===== config.mk =====
export PLATFORM = sky130hd
export DESIGN_NAME = control_unit
export DESIGN_NICKNAME = d
export VERILOG_FILES = /design/src/rtl/control_unit.sv
export SDC_FILE = /design/constraint.sdc
export NUM_CORES = 1
export LEC_CHECK = 0
export BUFFER_PORTS_ARGS = -buffer_cell sky130_fd_sc_hd__buf_2
export CORE_ASPECT_RATIO = 0.8
export CORE_UTILIZATION = 54
export CTS_CLUSTER_DIAMETER = 40
export DETAILED_ROUTE_END_ITERATION = 10
export PLACE_DENSITY = 0.84
export SYNTH_ARGS = -nofsm -noshare
export SYNTH_HDL_FRONTEND = slang
export SYNTH_SLANG_ARGS = --single-unit

===== constraint.sdc =====
create_clock -name clk -period 1.7 [get_ports clk]
set_input_delay 0.085 -clock clk [delete_from_list [all_inputs] [get_ports clk]]
set_output_delay 0.085 -clock clk [all_outputs]
set_load 0.01 [all_outputs]

===== src/rtl/control_unit.sv =====
// RV32I main decoder for the decode stage. The instruction fields are decoded
// combinationally and the control word is captured in the ID/EX register,
// which can be held (stall) or cleared to a NOP (flush).

typedef enum logic [6:0] {
   rTypeInstruction       = 7'b0110011,
   iTypeInstruction       = 7'b0010011,
   iTypeInstruction_LOAD  = 7'b0000011,
   sTypeInstruction       = 7'b0100011,
   bTypeInstruction       = 7'b1100011,
   jTypeInstruction       = 7'b1101111,
   iTypeInstruction_JALR  = 7'b1100111,
   uTypeInstruction_LUI   = 7'b0110111,
   uTypeInstruction_AUIPC = 7'b0010111
} opcode_t;

typedef enum logic [3:0] {
   addALU  = 4'd0,
   subALU  = 4'd1,
   sllALU  = 4'd2,
   sltALU  = 4'd3,
   sltuALU = 4'd4,
   xorALU  = 4'd5,
   srlALU  = 4'd6,
   sraALU  = 4'd7,
   orALU   = 4'd8,
   andALU  = 4'd9,
   luiALU  = 4'd10
} ALU_operation_t;

typedef struct packed {
   ALU_operation_t op;
   logic           useImm;
   logic           readMem;
   logic           writeMem;
   logic           writeReg;
   logic [1:0]     wbSel;
   logic           branch;
   logic           pcA;
   logic           illegal;
} ctrl_t;

module control_unit (
   input  logic           clk,
   input  logic           rst_n,
   input  logic           stall,
   input  logic           flush,
   input  logic [6:0]     opcode,
   input  logic [2:0]     funct3,
   input  logic [6:0]     funct7,
   output ALU_operation_t operationALU,
   output logic           useImmediate,
   output logic           readMemory,
   output logic           writeMemory,
   output logic           writeRegister,
   output logic [1:0]     writebackItem,
   output logic           branch,
   output logic           pcInputA,
   output logic           illegal
);

   ctrl_t          decoded;
   ctrl_t          ctrl_d;
   ctrl_t          ctrl_q;
   ALU_operation_t baseOp;

   // ALU operation implied by funct3 alone (funct7 modifiers applied later)
   always_comb begin
      baseOp = addALU;
      case (funct3)
         3'd0: baseOp = addALU;
         3'd1: baseOp = sllALU;
         3'd2: baseOp = sltALU;
         3'd3: baseOp = sltuALU;
         3'd4: baseOp = xorALU;
         3'd5: baseOp = srlALU;
         3'd6: baseOp = orALU;
         3'd7: baseOp = andALU;
         default: baseOp = addALU;
      endcase
   end

   // Main decode; anything unsupported leaves NOP controls with illegal set
   always_comb begin
      decoded    = '0;
      decoded.op = addALU;
      case (opcode)
         rTypeInstruction: begin
            if (funct7 == 7'h00) begin
               decoded.writeReg = 1'b1;
               decoded.op       = baseOp;
            end else if (funct7 == 7'h20 && (funct3 == 3'd0 || funct3 == 3'd5)) begin
               decoded.writeReg = 1'b1;
               decoded.op       = (funct3 == 3'd0) ? subALU : sraALU;
            end else begin
               decoded.illegal = 1'b1;
            end
         end
         iTypeInstruction: begin
            if (funct3 == 3'd1 && funct7 != 7'h00) begin
               decoded.illegal = 1'b1;
            end else if (funct3 == 3'd5 && funct7 != 7'h00 && funct7 != 7'h20) begin
               decoded.illegal = 1'b1;
            end else begin
               decoded.useImm   = 1'b1;
               decoded.writeReg = 1'b1;
               decoded.op       = (funct3 == 3'd5 && funct7 == 7'h20) ? sraALU : baseOp;
            end
         end
         iTypeInstruction_LOAD: begin
            decoded.useImm   = 1'b1;
            decoded.readMem  = 1'b1;
            decoded.writeReg = 1'b1;
            decoded.wbSel    = 2'd1;
         end
         sTypeInstruction: begin
            decoded.useImm   = 1'b1;
            decoded.writeMem = 1'b1;
         end
         bTypeInstruction: begin
            case (funct3)
               3'd0, 3'd1: begin
                  decoded.branch = 1'b1;
                  decoded.op     = subALU;
               end
               3'd4, 3'd5: begin
                  decoded.branch = 1'b1;
                  decoded.op     = sltALU;
               end
               3'd6, 3'd7: begin
                  decoded.branch = 1'b1;
                  decoded.op     = sltuALU;
               end
               default: decoded.illegal = 1'b1;
            endcase
         end
         jTypeInstruction: begin
            decoded.useImm   = 1'b1;
            decoded.writeReg = 1'b1;
            decoded.wbSel    = 2'd2;
            decoded.branch   = 1'b1;
            decoded.pcA      = 1'b1;
         end
         iTypeInstruction_JALR: begin
            decoded.useImm   = 1'b1;
            decoded.writeReg = 1'b1;
            decoded.wbSel    = 2'd2;
            decoded.branch   = 1'b1;
         end
         uTypeInstruction_LUI: begin
            decoded.useImm   = 1'b1;
            decoded.writeReg = 1'b1;
            decoded.op       = luiALU;
         end
         uTypeInstruction_AUIPC: begin
            decoded.useImm   = 1'b1;
            decoded.writeReg = 1'b1;
         end
         default: decoded.illegal = 1'b1;
      endcase
   end

   // Pipeline register next value: flush beats stall beats a fresh decode
   always_comb begin
      ctrl_d    = '0;
      ctrl_d.op = addALU;
      if (flush) begin
         ctrl_d    = '0;
         ctrl_d.op = addALU;
      end else if (stall) begin
         ctrl_d = ctrl_q;
      end else begin
         ctrl_d = decoded;
      end
   end

   // ID/EX control register, cleared to NOP on reset
   always_ff @(posedge clk or negedge rst_n) begin
      if (!rst_n) begin
         ctrl_q    <= '0;
         ctrl_q.op <= addALU;
      end else begin
         ctrl_q <= ctrl_d;
      end
   end

   assign operationALU  = ctrl_q.op;
   assign useImmediate  = ctrl_q.useImm;
   assign readMemory    = ctrl_q.readMem;
   assign writeMemory   = ctrl_q.writeMem;
   assign writeRegister = ctrl_q.writeReg;
   assign writebackItem = ctrl_q.wbSel;
   assign branch        = ctrl_q.branch;
   assign pcInputA      = ctrl_q.pcA;
   assign illegal       = ctrl_q.illegal;

endmodule


**Word level (Yosys, flattened, before mapping)**

Memories as Yosys holds them, arrays and structs flattened.
Index checks and enable logic that the tools add are counted.

- Register bits: 13
- Memory bits (read-only): 32
- Bits of input ports: 21
- Logic and storage cells: 71
- Memories kept: 1

- Eq/ne operators: 17
- Multiplexer cells: 28
- Reductions and logical operators: 16

Memories:

| memory | words | bits a word | read ports | clocked after memory_dff | write ports | line | text |
|---|---|---|---|---|---|---|---|
| (name not given) | 8 | 4 | 1 | 0 | 0 | 70 | `case (funct3)` |

Operators with widths:

| kind | number |
|---|---|
| $eq 7x6->1 const B | 4 |
| $mux 13 | 2 |
| $eq 7x7->1 const B | 3 |
| $pmux 4 s4 | 1 |
| $eq 7x5->1 const B | 2 |
| $mux 1 | 13 |
| $eq 3x3->1 const B | 4 |
| $reduce_or 6->1 | 2 |
| $mux 5 | 2 |
| $pmux 3 s3 | 1 |
| $mux 4 | 2 |
| $reduce_or 2->1 | 4 |
| $eq 7x2->1 const B | 1 |
| $logic_not 7->1 | 1 |
| $ne 7x6->1 const B | 1 |
| $reduce_bool 7->1 | 1 |
| $mux 3 | 2 |
| $logic_and 1x1->1 | 5 |
| $reduce_or 5->1 | 1 |
| $pmux 1 s2 | 2 |
| $pmux 1 s4 | 1 |
| $pmux 2 s2 | 1 |
| $eq 3x1->1 const B | 1 |
| $logic_not 3->1 | 1 |
| other kinds (3) | 3 |

**Logic depth before layout (Yosys ltp)**

Gate-level depths: netlist (run 1).

- Word-level depth: 8
- Depth in mapped cells: 6

**Worst setup path before layout (run 1)**

OpenSTA, ideal clock, no wires.

- Path type: input-to-reg
- From: in funct7[1]
- To: reg ctrl_q (netlist bit operationALU[0])
- Library setup time: 96 ps
- Arrival time: 1418 ps
- Required time: 1604 ps
- Slack: 187 ps
- Stages on the path: 5
- Cells stage by stage: or4_4 > buf_6 > o31ai_4 > o2111ai_1 > a311oi_2

- Cells in the longest elaborated chain, start to end: 8

RTL lines:

| what | line | text |
|---|---|---|
| start, declared | 50 | `input logic [6:0] funct7,` |
| $eq 7x6->1 or $reduce_bool 7->1 (tied branches) | n/a |  |
| $logic_and 1x1->1 (on tied branches) | 107, 102 |  |
| $mux 4 or $logic_and 1x1->1 (tied branches) | 107, 102 |  |
| $mux 5 | 102 | `end else if (funct3 == 3'd5 && funct7 != 7'h00 && funct7 != 7'h20) begin` |
| $mux 5 | 100 | `if (funct3 == 3'd1 && funct7 != 7'h00) begin` |
| $pmux 4 s4 * | 87 | `case (opcode)` |
| $mux 13 * | 170 | `end else if (stall) begin` |
| $mux 13 * | 167 | `if (flush) begin` |
| end signal, assigned | 183 | `ctrl_q <= ctrl_d;` |
| end, declared | 64 | `ctrl_t ctrl_q;` |

Mark *: on every way between the ends. The rest lies on a longest branch, timed or not. The select of a mux whose other input is x is not followed.
A chain may end at the register's enable or synchronous reset.

**Worst setup path after layout (run 1)**

Same ends and word-level chain as after synthesis.

==> run_results.csv, run 1 <==
group,metric,value,unit
run_status,outcome,"completed",
global_route,grt_overflow,0,
placement,dpl-instance-area,0.00123,mm²
placement,port_buffers,33,
timing,fmax,0.705,GHz
placement,dp.cells,175,
final_layout,layout.cells.non_filler,180,
die,num_rows,13,
global_route,antenna_found_initial,0,
yosys,synth_top_family_by_area,"compound AO/OA/AOI/OAI gates",
timing,hold_ws,0.105,ns
final_layout,finalInstanceArea,0.00128,mm²
timing,finalCritPeriodShare,83.5,%
cts,clk_pin_slew,0.08,ns
yosys,synth_most_common_cell,"dfrtp_1",
timing,fin_crit,1.42,ns
timing,drv_slew,0,
yosys,async_reset_ff_share,100,%
yosys,yosysUniqueCellTypes,53,
die,die_h,41.6,µm
route,wl_per_cell,16.5,µm
yosys,ys_warn_count,0,
die,initial_utilization,61.5,%
setup_path,startpoint_type,"primary input",
power_and_ir_drop,p_leak,0.574,nW
placement,dp_hpwl,2.37,mm
setup_path,cp-end-kind,"flip-flop",
yosys,synthCells,127,
setup_path,crit_fanout,6,
yosys,synth-xor-area-share,0.825,%
global_route,grt_pass1_vias,1031,
cts,cts_max_path_buffers,2,
yosys,synth_edf_count,0,
yosys,syn_nets,152,
timing,setup_viol,0,
power_and_ir_drop,irDropWorstVdd,406,µV
die,core_area,0.00172,mm²
die,die_w,51.6,µm
final_layout,antenna-diode-count,0,
timing,rsz0062_at_grt,"no",
yosys,ys.flop_type,"dfrtp_1",
yosys,synthSimpleGateAreaFrac,28.2,%
power_and_ir_drop,powerDensity,541,mW/mm²
yosys,syn_area,0.00106,mm²
die,fp.dieArea,0.00215,mm²
setup_path,ff2ff_setup_slack,0.86,ns
die,pin_count,34,
final_layout,nets,184,
flow_run,max-cap-violations,0,
yosys,muxShareOfSynthArea,0.943,%
final_layout,areaGrowthSynthToFinish,20.8,%
timing,skew,0,ns
route,remaining_drc_errors,0,
cts,cts_buffers,3,
yosys,synthTopCellsByArea,"dfrtp_1 (28%), ha_1 (4.7%), nand2_1 (3.9%)",
cts,postCtsResizedCells,0,
route,wirelength,2.96,mm
yosys,synth_top_area_share,28.3,%
route,ant_nets,0,
route,vias,1164,
placement,gp_congestion,0.929,
cts,cts_max_level,1,
yosys,synth-adder-area-share,4.72,%
final_layout,layout-drive-gt1-share,31.6,%
route,vias_per_cell,6.47,
timing,hold_viol,0,
yosys,avgSynthCellArea,8.35,µm²
timing,setup_tns,0,ns
cts,cts_tree,"yes",
route,dr.first_iter.drc_count,48,
route,drt_first_pass_iters,4,
hold_path,hold_path.class,"in -> reg",
cts,cts-root-buf,"clkbuf_4",
timing,relSlewSlack,55.3,%
setup_path,crit_arrival,1.60,ns
global_route,grt_pass1_wl,4.94,mm
yosys,synth_compound_area_share,29.6,%
yosys,synth-seq-cells,12,
global_route,grtUsageTotal,31.0,%
yosys,netlist_top_cells_count,"dfrtp_1 (12), nand2_1 (11), clkbuf_1 (10), nor2_1 (10), a21oi_1 (7)",
yosys,synth-seq-area-share,28.3,%
setup_path,required,1.88,ns
cts,clock_latency,0.27,ns
global_route,grt_max_degree,15,
timing,worst_slew_pin_slew,0.654,ns
cts,cts.sinks,12,
cts,cts_setup_buffers,0,
setup_path,path_class,"in -> reg",
yosys,synth_area_leader_cell,"dfrtp_1",
routing by layer:
layer  global-route usage [%]  up-vias  wire, µm
met4                     4.86        0        44
li1                         -      541         -
met5                        0        -         0
met2                     45.5       67      1320
met3                     8.42        6       263
met1                     46.0      550      1340
power by group:
group | total, mW | switching [mW] | internal, mW
clock network | 0.232 | 0.102 | 0.130
registers | 0.293 | 0.00259 | 0.290
logic | 0.169 | 0.104 | 0.0654
state kept, by name, summed over array words and instances, names as in the netlist:
| name | flops |
|---|---|
| writeMemory | 1 |
| operationALU | 4 |
| writeRegister | 1 |
| branch | 1 |
| useImmediate | 1 |
| writebackItem | 2 |
| pcInputA | 1 |
| illegal | 1 |
logic make-up after synthesis:
family | Yosys count
and+or+nand+nor | 52
AOI/OAI and AO/OA | 39
buffers and inverters | 18
DFF | 12
adders and majority gates | 4
xor gates and xnor gates | 1
muxes | 1
path summary, 6_finish.rpt:
kind	from	endpoint	depth (start not counted)
min in group asynchronous	rst_n	operationALU[3]	2
worst min register to register	operationALU[1]	operationALU[1]	1
worst max-delay path	funct7[1]	operationALU[0]	5
max in group asynchronous	rst_n	branch	2
worst min-delay path	opcode[3]	pcInputA	3
worst max register to register	operationALU[0]	operationALU[0]	2
area by class of cell:
type	instances	area, µm²
fillers	133	443
well taps	22	27.5
flip-flops and latches	12	300
inverters	6	22.5
clock buffers	4	36.3
repair buffers	39	213
multi-input cells	97	682
metrics by stage:
step	util, %	power (mW)	worst slack, ns
finish	74.3	0.694	0.281
global route	74.3	0.723	0.243
CTS	74.3	0.692	0.300
detailed placement	71.6	0.462	0.0137
global placement	71.6	0.455	0.0872
floorplan	-	0.394	0.187
critical path, stage by stage:
cell	delay (ns)
buf_2	0.10
or4_4	0.59
o31ai_4	0.33
o2111ai_1	0.20
a311oi_2	0.29
cell usage in the layout, fill, tap and decap left out, drive strengths merged, types with 3 or more instances in the layout:
| cell type | count |
|---|---|
| nand3b | 3 |
| nor4 | 3 |
| inv | 6 |
| ha | 4 |
| buf | 38 |
| clkbuf | 4 |
| nor3 | 7 |
| a31o | 3 |
| o21ai | 3 |
| dfrtp | 12 |
| nor2 | 10 |
| nand2 | 11 |
| a21oi | 7 |
| nor2b | 3 |
| a311oi | 3 |
repair_timing:
| item | 4_1_cts | 5_1_grt |
|---|---|---|
| hold buffers | 1 | 0 |
| setup endpoints to repair | 0 | 0 |
| hold endpoints to repair | 12 | 0 |
No activity file was read; power rests on OpenSTA's default activity.
==> inputs of run 2 (changes only) <==
- ABC_AREA: not set -> 1
- CORE_UTILIZATION: 54 -> 49
- PLACE_DENSITY: 0.84 -> 0.78
- clock period: 1.7 -> 1.43 ns (I/O delays scaled with it)
==> run_results.csv, run 2 <==
group,metric,value,unit
run_status,outcome,"completed",
die,core_area,0.00189,mm²
final_layout,multiInputGateArea,607,µm²
timing,fmax,0.988,GHz
yosys,async_reset_ff_share,100,%
timing,skew,0,ns
route,remaining_drc_errors,0,
setup_path,required,1.61,ns
final_layout,largest_reg_flops,4,
cts,cts-root-buf,"clkbuf_4",
timing,setup_ws,0.418,ns
yosys,synth_most_common_cell,"nand2_1",
placement,dp.cells,205,
power_and_ir_drop,p_leak,0.695,nW
cts,cts_max_level,1,
cts,clk_pin_slew,0.07,ns
hold_path,hold_path.class,"in -> reg",
yosys,avgSynthCellArea,6.66,µm²
die,num_rows,14,
global_route,grt_pass1_wl,3.73,mm
final_layout,layout-drive-gt1-share,30.1,%
yosys,synth_edf_count,0,
route,drt_first_pass_iters,4,
timing,drv_slew,0,
final_layout,antenna-diode-count,0,
yosys,ys_warn_count,0,
cts,cts_buffers,3,
placement,port_buffers,33,
yosys,synthTopCellsByArea,"dfrtp_1 (30%), nand2_1 (23%), nand3_1 (7.0%)",
route,wirelength,2.21,mm
yosys,synth-seq-cells,12,
placement,dp_slack,0.130,ns
cts,cts_setup_buffers,0,
cts,postCtsHoldBufs,1,
yosys,synth-seq-area-share,30.1,%
final_layout,layout.cells.non_filler,210,
global_route,antenna_found_initial,0,
timing,finalCritPeriodShare,70.7,%
yosys,netlist_top_cells_count,"nand2_1 (60), inv_1 (14), nand3_1 (14)",
global_route,grt_overflow,0,
yosys,syn_area,998,µm²
route,vias_per_cell,5.05,
cts,clock_latency,0.28,ns
cts,cts_tree,"yes",
yosys,synthCells,150,
timing,hold_viol,0,
timing,worst_slew_pin_slew,0.355,ns
setup_path,cp-end-kind,"flip-flop",
setup_path,path_class,"in -> reg",
timing,fin_crit,1.01,ns
power_and_ir_drop,irDropWorstVdd,497,µV
timing,rsz0062_at_grt,"no",
final_layout,seq_area,300,µm²
yosys,synth_area_leader_cell,"dfrtp_1",
final_layout,fillers,187,
setup_path,crit_arrival,1.19,ns
die,initial_utilization,52.8,%
power_and_ir_drop,powerDensity,616,mW/mm²
yosys,synth_top_area_share,30.1,%
final_layout,nets,212,
die,die_w,52.5,µm
cts,postCtsResizedCells,0,
yosys,syn_nets,175,
die,fp.dieArea,0.00222,mm²
timing,setup_viol,0,
timing,setup_tns,0,ns
cts,cts.sinks,12,
setup_path,startpoint_type,"primary input",
final_layout,final_common_cell,"nand2_1",
route,dr.first_iter.drc_count,17,
yosys,yosysUniqueCellTypes,25,
global_route,grt_pass1_vias,920,
global_route,grt_max_degree,13,
placement,gp_congestion,0.878,
final_layout,final_cell_mix,"nand2_1 (60), buf_2 (33), inv_1 (14), nand3_1 (14)",
die,pin_count,34,
yosys,ys.flop_type,"dfrtp_1",
placement,dp_hpwl,1.84,mm
route,wl_per_cell,10.5,µm
setup_path,crit_fanout,5,
timing,relSlewSlack,76.3,%
cts,cts_max_path_buffers,2,
global_route,grtUsageTotal,22.7,%
route,vias,1060,
final_layout,areaGrowthSynthToFinish,22.6,%
die,die_h,42.4,µm
route,ant_nets,0,
flow_run,max-cap-violations,0,
[run 2: path summary, 6_finish.rpt]
check / startpoint / to / slack, ns / cells past startpoint
max: funct3[1] / operationALU[1] / 0.42 / 12
min: stall / illegal / 0.10 / 4
max reg2reg: writebackItem[0] / writebackItem[0] / 0.76 / 2
min reg2reg: operationALU[0] / operationALU[0] / 0.48 / 2
max in group asynchronous: rst_n / writeMemory / 1.03 / 2
min in group asynchronous: rst_n / writeRegister / 0.19 / 2
[run 2: metrics by stage]
stage          power, mW  cell area, µm²  utilization (%)  hold WS (ns)
2_1_floorplan      0.427             998                -        -0.224
3_3_place_gp       0.482            1180             62.2       -0.0449
3_5_place_dp       0.487            1180             62.2       -0.0378
4_1_cts            0.767            1220             64.7        0.0866
5_1_grt            0.794            1220             64.7         0.113
6_report           0.754            1220             64.7         0.103
[run 2: kinds of logic after synthesis]
| logic type | share of synthesized area, % |
|---|---|
| fa+ha+maj | 5.01 |
| buf+inv | 9.15 |
| flops | 30.1 |
| compound gates | 8.27 |
| simple gates | 47.5 |
[run 2: area by class of cell]
class                           count  area share (%)
Multi-Input combinational cell    117            49.6
Sequential cell                    12            24.5
Timing Repair Buffer               35            14.9
Inverter                           18            5.52
Clock buffer                        4            2.97
Tap cell                           24            2.45
[run 2: routing by layer]
metal / vias to the layer above / track usage, % / wire (µm)
met1: 474 / 28.8 / 989
met5: - / 0 / 0
met3: 3 / 5.80 / 131
li1: 545 / - / -
met4: 0 / 7.37 / 25
met2: 38 / 37.2 / 1060
[run 2: where the power goes]
part	total (mW)	internal [mW]	leakage [nW]	switching, mW
registers	0.345	0.343	0.166	0.00189
clock network	0.272	0.155	0.0210	0.116
logic	0.138	0.0500	0.507	0.0879
[run 2: worst max-delay path, cell delays in order]
cell and delay [ns]:
buf_2 0.13, inv_1 0.14, ha_1 0.20, inv_1 0.06, nor2_1 0.16, nand2_2 0.09
nand2_2 0.08, nand2_1 0.06, nand2_1 0.05, nand2_1 0.05, nand2_1 0.06, nand2_1 0.05
==> inputs of run 3 (changes only) <==
- ABC_AREA: 1 -> 0
- CORE_UTILIZATION: 49 -> 50
- PLACE_DENSITY: 0.78 -> 0.79
- clock period: 1.43 -> 1 ns (I/O delays scaled with it)
==> run_results.csv, run 3 (synthesized netlist as in run 1, its figures left out) <==
group,metric,value,unit
final_layout,nets,219,
final_layout,largest_reg_flops,4,
placement,dp.cells,208,
power_and_ir_drop,seq_power_share,40.2,%
cts,cts_tree,"yes",
final_layout,finalInstanceArea,0.00170,mm²
die,fp.dieArea,0.00231,mm²
placement,dpl-instance-area,0.00152,mm²
final_layout,antenna-diode-count,0,
route,vias,1313,
route,wirelength,3.60,mm
die,die_h,43.2,µm
run_status,outcome,"complete, but fails checks",
timing,hold_ws,0.109,ns
setup_path,path_cells,"buf_6, or4_4, o31ai_4, buf_4, a2111o_1, a311oi_2",
placement,dp_hpwl,2.56,mm
final_layout,layout.cells.non_filler,216,
timing,setup_tns,-1.48,ns
final_layout,final_cell_mix,"buf_4 (36), buf_2 (30), dfrtp_1 (12)",
timing,fin_crit,1.25,ns
route,drt_first_pass_iters,4,
setup_path,required,1.14,ns
cts,cts-root-buf,"clkbuf_4",
power_and_ir_drop,switching_power,0.390,mW
cts,cts.sinks,12,
power_and_ir_drop,clkPwrFrac,23.8,%
cts,clock_latency,0.27,ns
final_layout,layout-drive-gt1-share,51.0,%
die,core_area,0.00194,mm²
placement,port_buffers,33,
power_and_ir_drop,p_leak,0.771,nW
setup_path,crit_fanout,4,
final_layout,final_common_cell,"buf_4",
timing,relSlewSlack,63.8,%
timing,worst_slew_pin_slew,0.537,ns
power_and_ir_drop,powerDensity,729,mW/mm²
final_layout,areaGrowthSynthToFinish,60.0,%
global_route,use_met3,6.45,%
global_route,grt_max_degree,13,
power_and_ir_drop,p_comb_share,36.0,%
die,pin_count,34,
run_status,failed_checks,"setup timing",
hold_path,hold_path.class,"in -> reg",
setup_path,cp-end-kind,"flip-flop",
timing,hold_viol,0,
timing,setup_ws,-0.246,ns
route,dr.first_iter.drc_count,65,
timing,finalCritPeriodShare,125,%
timing,fmax,0.803,GHz
placement,dp_slack,-0.563,ns
setup_path,max_stage_delay,0.59,ns
global_route,grt_overflow,0,
global_route,antenna_found_initial,0,
timing,skew,0,ns
global_route,busiest_layer,"met2",
global_route,grt_pass1_wl,5.62,mm
global_route,use_met1,45.8,%
power_and_ir_drop,internal_power,0.849,mW
timing,rsz0062_at_grt,"yes",
global_route,grt_pass1_vias,1210,
cts,cts_buffers,3,
die,num_rows,14,
route,remaining_drc_errors,0,
global_route,grtUsageTotal,34.4,%
placement,gp_congestion,0.989,
cts,cts_max_path_buffers,2,
power_and_ir_drop,irDropWorstVdd,568,µV
timing,setup_viol,8,
die,die_w,53.5,µm
setup_path,crit_buf_inv,2,
die,initial_utilization,54.6,%
setup_path,cp_top_family,"simple AND/OR/NAND/NOR gates",
flow_run,max-cap-violations,0,
global_route,grtUsageMet2,54.0,%
timing,drv_slew,0,
route,wl_per_cell,16.7,µm
route,vias_per_cell,6.08,
cts,cts_max_level,1,
setup_path,crit_arrival,1.39,ns
power_and_ir_drop,sw_frac_of_total,31.5,%
setup_path,startpoint_type,"primary input",
setup_path,path_class,"in -> reg",
route,ant_nets,0,
setup_path,slowest_stage,"or4_4",
cts,clk_pin_slew,0.07,ns
[run 3: worst register-to-register path, delay by kind of cell, from the launching register on]
family | cells | cell delay, ns
AO/OA/AOI/OAI | 2 | 0.30
flip-flops | 1 | 0.41
[run 3: what timing repair did]
item / 4_1_cts / 5_1_grt
buffers inserted: 4 / 0
endpoints found under the setup margin: 9 / 9
gates resized for setup: 15 / 7
hold buffers: 1 / 0
hold endpoints to repair: 12 / 0
pin swaps: 7 / 5
[run 3: layout make-up]
type                            instances  area (µm²)
Multi-Input combinational cell         97         801
Timing Repair Buffer                   74         522
Sequential cell                        12         300
Fill cell                              95         246
Tap cell                               24        30.0
Clock buffer                            3        22.5
Inverter                                6        22.5
[run 3: power groups by stage]
stage,Sequential [mW],Combinational (mW),Clock (mW)
2_1_floorplan,0.511,0.174,0
3_3_place_gp,0.506,0.367,0
3_5_place_dp,0.507,0.374,0
4_1_cts,0.498,0.415,0.293
5_1_grt,0.499,0.476,0.323
6_report,0.498,0.446,0.295
[run 3: stage by stage]
stage	util [%]	power [mW]
after floorplan	-	0.685
after global placement	78.2	0.873
after detailed placement	78.2	0.881
after CTS	85.3	1.21
after global routing	87.3	1.30
final	87.3	1.24
[run 3: final timing paths]
kind | startpoint | endpoint | slack, ns | cells past startpoint
max | funct7[1] | illegal | -0.25 | 6
min | flush | operationALU[0] | 0.11 | 3
max reg2reg | operationALU[0] | operationALU[0] | 0.17 | 2
min reg2reg | operationALU[3] | operationALU[3] | 0.53 | 2
max in group asynchronous | rst_n | writeRegister | 0.59 | 2
min in group asynchronous | rst_n | branch | 0.18 | 2
[run 3: routing by layer]
layer / share of wire, % / wire, µm
met5: 0 / 0
met4: 3.4 / 124
met3: 7.7 / 277
met2: 47 / 1690
met1: 42 / 1500
